[src/rtl/alu_pkg.sv]
// Shared constants and state encoding for the round-robin index encoder.
package alu_pkg;

  localparam int ARB_N = 8;
  localparam int ARB_W = 3;

  typedef enum logic {
    ST_IDLE  = 1'b0,
    ST_GRANT = 1'b1
  } arb_state_e;

endpackage

[src/rtl/decode3bits.sv]
// 3-to-8 binary decoder with enable; all-zero output when disabled.
module decode3bits (
  input  logic [2:0] sel,
  input  logic       en,
  output logic [7:0] y
);

  always_comb begin
    y = '0;
    if (en) begin
      y = 8'(1) << sel;
    end
  end

endmodule

[src/rtl/rr_pick8.sv]
// Round-robin pick over an 8-bit mask: first set bit scanning ptr, ptr+1, ... with wrap.
module rr_pick8
  import alu_pkg::*;
(
  input  logic [ARB_N-1:0] mask,
  input  logic [ARB_W-1:0] ptr,
  output logic [ARB_W-1:0] idx,
  output logic             found,
  output logic             multi
);

  logic [2*ARB_N-1:0] dbl;
  logic [ARB_N-1:0]   rot;
  logic [ARB_W-1:0]   enc;

  always_comb begin
    // Rotating right by ptr puts requester ptr at bit 0, so a fixed
    // lowest-bit-first encoder yields round-robin order after re-adding ptr.
    dbl = {mask, mask};
    rot = ARB_N'(dbl >> ptr);
    enc = '0;
    for (int i = ARB_N - 1; i >= 0; i--) begin
      if (rot[i]) begin
        enc = ARB_W'(i);
      end
    end
    idx   = enc + ptr;
    found = |mask;
    multi = |(mask & (mask - ARB_N'(1)));
  end

endmodule

[src/rtl/encode8_rr_arbiter.sv]
// Sequential 8-to-3 round-robin encoder: registered index/one-hot grant with a
// valid/ready handshake and a combinational per-requester acknowledge.
module encode8_rr_arbiter
  import alu_pkg::*;
(
  input  logic             clock,
  input  logic             reset,
  input  logic [ARB_N-1:0] req,
  input  logic             out_ready,
  output logic             out_valid,
  output logic [ARB_W-1:0] out_index,
  output logic [ARB_N-1:0] out_onehot,
  output logic             out_multi,
  output logic [ARB_N-1:0] req_ack
);

  arb_state_e       state_q, state_d;
  logic [ARB_W-1:0] ptr_q, ptr_d;
  logic [ARB_W-1:0] index_q, index_d;
  logic [ARB_N-1:0] onehot_q, onehot_d;
  logic             multi_q, multi_d;

  logic [ARB_N-1:0] pick_mask;
  logic [ARB_W-1:0] pick_ptr;
  logic [ARB_W-1:0] pick_idx;
  logic             pick_found;
  logic             pick_multi;
  logic             handshake;

  assign out_valid  = (state_q == ST_GRANT);
  assign out_index  = index_q;
  assign out_onehot = onehot_q;
  assign out_multi  = multi_q;
  assign handshake  = out_valid & out_ready;
  assign req_ack    = {ARB_N{handshake}} & onehot_q;

  // onehot_q is zero in IDLE, so the same mask serves both states; in GRANT it
  // drops the bit being accepted for this evaluation only.
  assign pick_mask = req & ~onehot_q;
  assign pick_ptr  = out_valid ? (index_q + ARB_W'(1)) : ptr_q;

  rr_pick8 u_pick (
    .mask  (pick_mask),
    .ptr   (pick_ptr),
    .idx   (pick_idx),
    .found (pick_found),
    .multi (pick_multi)
  );

  // NOTE: every always_comb output gets a default first so no latch is inferred.
  always_comb begin
    state_d = state_q;
    ptr_d   = ptr_q;
    index_d = index_q;
    multi_d = multi_q;
    unique case (state_q)
      ST_IDLE: begin
        if (pick_found) begin
          index_d = pick_idx;
          multi_d = pick_multi;
          state_d = ST_GRANT;
        end
      end
      ST_GRANT: begin
        if (out_ready) begin
          ptr_d = index_q + ARB_W'(1);
          if (pick_found) begin
            index_d = pick_idx;
            multi_d = pick_multi;
          end else begin
            state_d = ST_IDLE;
          end
        end
      end
      default: state_d = ST_IDLE;
    endcase
  end

  decode3bits u_dec (
    .sel (index_d),
    .en  (state_d == ST_GRANT),
    .y   (onehot_d)
  );

  // NOTE: sequential state uses non-blocking assignments so all flops update together.
  always_ff @(posedge clock or posedge reset) begin
    if (reset) begin
      state_q  <= ST_IDLE;
      ptr_q    <= '0;
      index_q  <= '0;
      onehot_q <= '0;
      multi_q  <= 1'b0;
    end else begin
      state_q  <= state_d;
      ptr_q    <= ptr_d;
      index_q  <= index_d;
      onehot_q <= onehot_d;
      multi_q  <= multi_d;
    end
  end

endmodule

[config.mk]
export PLATFORM = sky130hd
export DESIGN_NAME = encode8_rr_arbiter
export DESIGN_NICKNAME = d
export VERILOG_FILES = /design/src/rtl/alu_pkg.sv /design/src/rtl/decode3bits.sv /design/src/rtl/rr_pick8.sv /design/src/rtl/encode8_rr_arbiter.sv
export SDC_FILE = /design/constraint.sdc
export NUM_CORES = 1
export LEC_CHECK = 0
export CORE_ASPECT_RATIO = 1.75
export CORE_MARGIN = 2
export CORE_UTILIZATION = 35
export DETAILED_ROUTE_END_ITERATION = 12
export GPL_TIMING_DRIVEN = 0
export SETUP_SLACK_MARGIN = 0.05
export SYNTH_ARGS = -nofsm -noshare
export SYNTH_HDL_FRONTEND = slang
export SYNTH_HIERARCHICAL = 1
export SYNTH_SLANG_ARGS = --single-unit
[constraint.sdc]
create_clock -name clock -period 4 [get_ports clock]
set_input_delay 0.6 -clock clock [delete_from_list [all_inputs] [get_ports clock]]
set_output_delay 0.6 -clock clock [all_outputs]
set_load 0.1 [all_outputs]
==> reports/results.ini, run 1 <==
[die]
start_util_pct=36.6
num_rows=30
die_h_um=88.5
dieArea_um2=4630
dieWidth_um=52.3
ios=32
core_region_area_um2=3900

[placed_design]
dpl.hpwl_um=2970
portBuffers=31
post-place-ws_ns=-0.00996
place_congestion=0.868
dpl.cell_count=224

[clock_tree]
cts_root_buffer=clkbuf_8
cts-buffers-inserted=3
clockBufferDepth=2
htreeDepth=1
cts_tree=built
clkTransAtPathRegs_ns=0.06
clk_latency_ns=0.25
cts.sinks=16

[cells_and_area]
fillers=383
fin_nets=197
layout.cells.non_filler=230
multi_input_area_um2=1010
syn_to_final_growth_pct=35.9
regArea_um2=404
layout-drive-gt1-share_pct=27.5
antenna_cells=0

[sta]
worst_clock_skew_ns=0.00202
whs_ns=0.482
finalSetupViolCount=0
tightest_slew_ns=0.986
fin_crit_sh_pct=93.8
drv_slew=0
fin_ws_ns=0.246
fin_setup_tns_ns=0
hold_viol_final=0
maxSlewHeadroom_pct=34.1
period_needed_ns=3.75
timing.fmax_mhz=266
grt_setup_unrepaired=no

[global_route]
antenna_found_initial=0
track_usage_pct=17.9
grt_pass1_vias=1319
gr-total-overflow=0
grt_max_degree=17
grt_pass1_wl_um=6240

[critical_path]
crit_fanout=9
cp-startpoint=out_index[0]
cp.arrival_ns=3.89
crit_type=reg -> reg
cp-start-kind=register
end_kind=register
required_ns=4.14
r2r-start=out_index[0]

[synthesis]
syn-cell-area_um2=1430
synth_edf_count=0
synth_top_area_cell=dfrtp_1
synth_fp_nets=159
synth.area.top_cells=dfrtp_1 28%, mux2i_1 5.6%, mux2_2 5.5%, mux2_4 5.3%, nor2b_1 3.9%
yosys_warnings=6
async_reset_ff_share_pct=100
yosys.area.top_type_share_pct=28.0
synthDistinctLibCells=51
ys_seq_area_share_pct=28.0
synth-seq-cells=16
syn_inst=145
ys.flop_type=dfrtp_1
syn_avg_cell_area_um2=9.85

[outcome]
status=finished, final reports clean

[route]
ant_nets=0
wire_per_inst_um=16.5
drtIter0Drc=34
vias=1253
wl_um=3800
route.detailed.drc=0
dr.pass1.iters=4
drt-vias-per-instance=5.45

[run]
maxCapViolations=0

[min_path]
hp-start=ptr_q[2]
hp-class=reg -> reg

==> placed cells by master, fill, tap and decap left out, types with 2 or more instances in the layout <==
cell and count:
clkdlybuf4s50_1 31, dfrtp_1 13, nor2b_1 8, o21ai_0 7
nor2_1 7, mux2_4 6, mux2_2 6, nand2_1 5
and3_1 5, inv_1 5, a21oi_1 4, clkbuf_8 4
mux2i_1 4, a31oi_1 4, and3_2 3, dfrtp_2 3
clkbuf_1 3, buf_6 3, or3_1 3, buf_4 3
or2b_1 2, ha_1 2, and4b_2 2, and4bb_1 2
mux2i_2 2, mux2i_4 2, a211o_1 2, nand3_1 2
xor2_1 2, o22a_1 2, mux4_2 2, nor3_1 2
xnor2_1 2, o21bai_1 2
==> per-layer routing <==
layer	track usage (%)	part of all wire (%)
met5	0	0
met4	6.76	2.6
met3	1.35	1.9
met2	35.1	58
met1	18.8	38
==> worst max-delay path: stages, from the launching register on <==
cell and delay (ns):
dfrtp_2 0.43, ha_1 0.23, xnor2_2 0.16, a21oi_2 0.16, buf_6 0.16, mux2_4 0.31, mux2_2 0.28, or2b_1 0.16
a31oi_1 0.09, a31oi_1 0.19, ha_1 0.17, inv_1 0.05, fa_1 0.36, xor2_1 0.16, xnor2_1 0.13, mux2_4 0.32
and4b_2 0.25
==> repair_timing <==
action,CTS,global route
hold buffers,0,0
gates resized for setup,0,15
endpoints found under the setup margin,0,8
buffers inserted,0,3
==> area by class of cell <==
type,instances,area share (%)
Buffer,8,2.97
Clock buffer,4,2.84
Timing Repair Buffer,34,17.2
Multi-Input combinational cell,114,51.8
Inverter,6,1.29
Sequential cell,16,20.8
Tap cell,48,3.09
==> flip-flops by register name (all words and copies together), names as in the netlist <==
signal	count
out_valid	1
out_onehot	8
out_multi	1
out_index	3
ptr_q	3
==> per-stage QoR <==
step | cell area [µm²] | util, %
after floorplan | 1430 | -
after CTS | 1860 | 47.6
final | 1940 | 49.7
after global placement | 1800 | 46.2
after global routing | 1940 | 49.7
after detailed placement | 1800 | 46.2
==> logic make-up (layout without fill, tap and decap cells) <==
group | Yosys count | after routing | share of synthesized area [%]
buf+inv | 15 | 52 | 5.52
simple gates | 53 | 53 | 25.6
flops | 16 | 16 | 28.0
xor+xnor | 5 | 5 | 3.07
fa+ha+maj | 5 | 5 | 4.64
mux | 22 | 22 | 19.5
compound gates | 29 | 29 | 13.6
==> final timing paths <==
path	depth (start not counted)	slack, ns	end
worst max-delay path	16	0.25	out_onehot[6]
worst min-delay path	2	0.48	ptr_q[2]
worst max register to register	16	0.25	out_onehot[6]
worst min register to register	2	0.48	ptr_q[2]
max in group asynchronous	2	2.84	out_valid
min in group asynchronous	2	0.72	out_index[2]
==> synthesized netlist by cell type (all sizes together), types with 2 or more instances <==
cell,count
mux2i,8
inv,6
and4b,3
mux4,2
nor2b,9
dfrtp,16
a211o,2
clkbuf,3
xor2,2
mux2,12
o22a,2
a211oi,2
o21ai,8
a31oi,4
nand3,2
buf,6
ha,2
or2b,2
nand2,6
xnor2,3
and4bb,3
a21oi,5
and3,8
nor2,7
or3,3
o21bai,2
nor3,2
nor4b,2
maj3,2
Power of run 1 is left out: the tool's default activity adds up to more than one toggle a clock period on the data nets, which glitch-free logic cannot reach.
==> run 2, diff against run 1 <==
Settings changed: CORE_UTILIZATION 35 to 50, CTS_CLUSTER_SIZE from default to 12, PLACE_DENSITY from default to 0.79.
==> reports/results.ini, run 2 (same netlist as run 1, synthesis figures left out) <==
[clock_tree]
clockBufferDepth=2  ; unchanged
clk_latency_ns=0.25  ; about the same
cts-hold-fix-buffers=0  ; unchanged
cts.sinks=16  ; unchanged
clkTransAtPathRegs_ns=0.06  ; about the same
cts-buffers-inserted=3  ; unchanged
htreeDepth=1  ; unchanged
cts_tree=built
post-cts-setup-buffers=0  ; unchanged
cts_root_buffer=clkbuf_8

[critical_path]
r2r-start=out_index[0]
worst-path-stages=15  ; -1
reg2reg_setup_slack_ns=0.20  ; -0.05 ns
worst_path_dominant_cell_family=compound AO/OA/AOI/OAI gates
path_buf_inv=2  ; unchanged
crit_fanout=10  ; +1
crit_type=reg -> reg
path_cells=ha_1 -> xnor2_1 -> a21oi_2 -> buf_6 -> mux2_2 -> o32ai_1 -> o211ai_1 -> a31oi_1 -> ha_1 -> inv_1 -> fa_1 -> xor2_1 -> xnor2_1 -> mux2_4 -> and4b_2
cp-start-kind=register
slowest_delay_ns=0.43  ; about the same
end_kind=register
cp.arrival_ns=3.94  ; +0.05 ns
required_ns=4.14  ; about the same
crit_path_top_delay_cell=dfrtp_2
rr_worst_depth=15  ; -1
r2r_end=out_onehot[6]

[route]
drtIter0Drc=13  ; -62%
route.detailed.drc=0  ; unchanged
vias=1285  ; +2.6%
wl_um=3910  ; +2.9%
ant_nets=0  ; unchanged
dr.pass1.iters=4  ; unchanged
drt-vias-per-instance=6.21  ; +14%
wire_per_inst_um=18.9  ; +14%

[outcome]
status=finished, final reports clean

[sta]
maxSlewHeadroom_pct=32.9  ; -1.2 points
finalSetupViolCount=0  ; unchanged
whs_ns=0.510  ; +0.0282 ns
worst_clock_skew_ns=0.00266  ; +0.000643 ns
drv_slew=0  ; unchanged
fin_setup_tns_ns=0  ; unchanged
hold_viol_final=0  ; unchanged
period_needed_ns=3.80  ; +0.0480 ns
timing.fmax_mhz=263  ; -1.3%
tightest_slew_ns=1.00  ; +0.0173 ns
fin_ws_ns=0.198  ; -0.0480 ns
grt_setup_unrepaired=no
fin_crit_sh_pct=95.0  ; +1.2 points

[die]
dieArea_um2=3320  ; -28%
die_h_um=74.7  ; -16%
start_util_pct=52.5  ; +16 points
num_rows=25  ; -17%
ios=32  ; unchanged
core_region_area_um2=2720  ; -30%
dieWidth_um=44.4  ; -15%

[cells_and_area]
multi_input_area_um2=973  ; -3.2%
layout_commonest_cell=clkdlybuf4s50_1
finalInstanceArea_um2=1870  ; -3.7%
fin_nets=195  ; -1.0%
regArea_um2=404  ; unchanged
fillers=215  ; -44%
antenna_cells=0  ; unchanged
syn_to_final_growth_pct=30.9
most-common-layout-cells=31 x clkdlybuf4s50_1, 13 x dfrtp_1, 8 x o21ai_0
layout-drive-gt1-share_pct=26.7  ; -0.81 points
largest_reg_flops=8  ; unchanged

[min_path]
hp-class=reg -> reg
holdPathEnd=ptr_q[0]
hp-start=ptr_q[0]
whs_path_depth=2  ; unchanged

[placed_design]
portBuffers=31  ; unchanged
post-place-ws_ns=-0.101  ; -0.0910 ns
placed_area_um2=1780  ; -1.5%
dpl.hpwl_um=3080  ; +3.9%
place_congestion=0.909  ; +4.7%

[global_route]
grt_pass1_vias=1339  ; +1.5%
gr-total-overflow=0  ; unchanged
antenna_found_initial=0  ; unchanged
track_usage_pct=25.7  ; +7.9 points
grt_pass1_wl_um=6310  ; +1.1%
grt_max_degree=17  ; unchanged

[run]
maxCapViolations=0  ; unchanged

## run 2: worst max-delay path by stage
| stage | startpoint | to | slack, ns |
|---|---|---|---|
| finish | out_index[0] | out_onehot[6] | 0.20 |
| global route | out_index[0] | out_onehot[6] | 0.05 |
| CTS | out_index[0] | out_onehot[6] | 0.11 |
| detailed placement | req[4] | out_onehot[6] | -0.10 |
| global placement | req[4] | out_onehot[6] | -0.04 |
| floorplan | out_index[2] | out_onehot[6] | 0.1 |
## run 2: what timing repair did
item / in CTS / in global routing
hold endpoints to repair: 0 / 0
setup endpoints to repair: 0 / 8
resized for setup: 0 / 14
## run 2: metrics by stage
step	std cells	utilization, %
6_report	207	68.6
5_1_grt	207	68.6
4_1_cts	207	67.3
3_5_place_dp	203	65.2
3_3_place_gp	203	65.2
2_1_floorplan	145	-
## run 2: worst min-delay path, stage by stage, from the launching register on
cell     delay (ns)
dfrtp_1        0.35
nand2_1        0.05
o21ai_0        0.07
## run 2: layer usage
layer,track usage (%),share of wire [%]
met5,0,0
met4,10.4,2.7
met3,2.16,2.7
met2,50.7,59
met1,26.7,36
## run 2: layout make-up
type | count | area share, %
Multi-Input combinational cell | 114 | 52.1
Sequential cell | 16 | 21.6
Timing Repair Buffer | 31 | 16.6
Buffer | 9 | 3.55
Clock buffer | 4 | 2.95
Tap cell | 27 | 1.81
Inverter | 6 | 1.34
Power of run 2 is left out for the same reason.
==> run 3, diff against run 2 <==
Settings changed: CAP_MARGIN from default to 0.
==> results of run 3 <==
Same layout as run 2: the final DEF is identical, and so are final timing and power.
Power of run 3 is left out for the same reason.
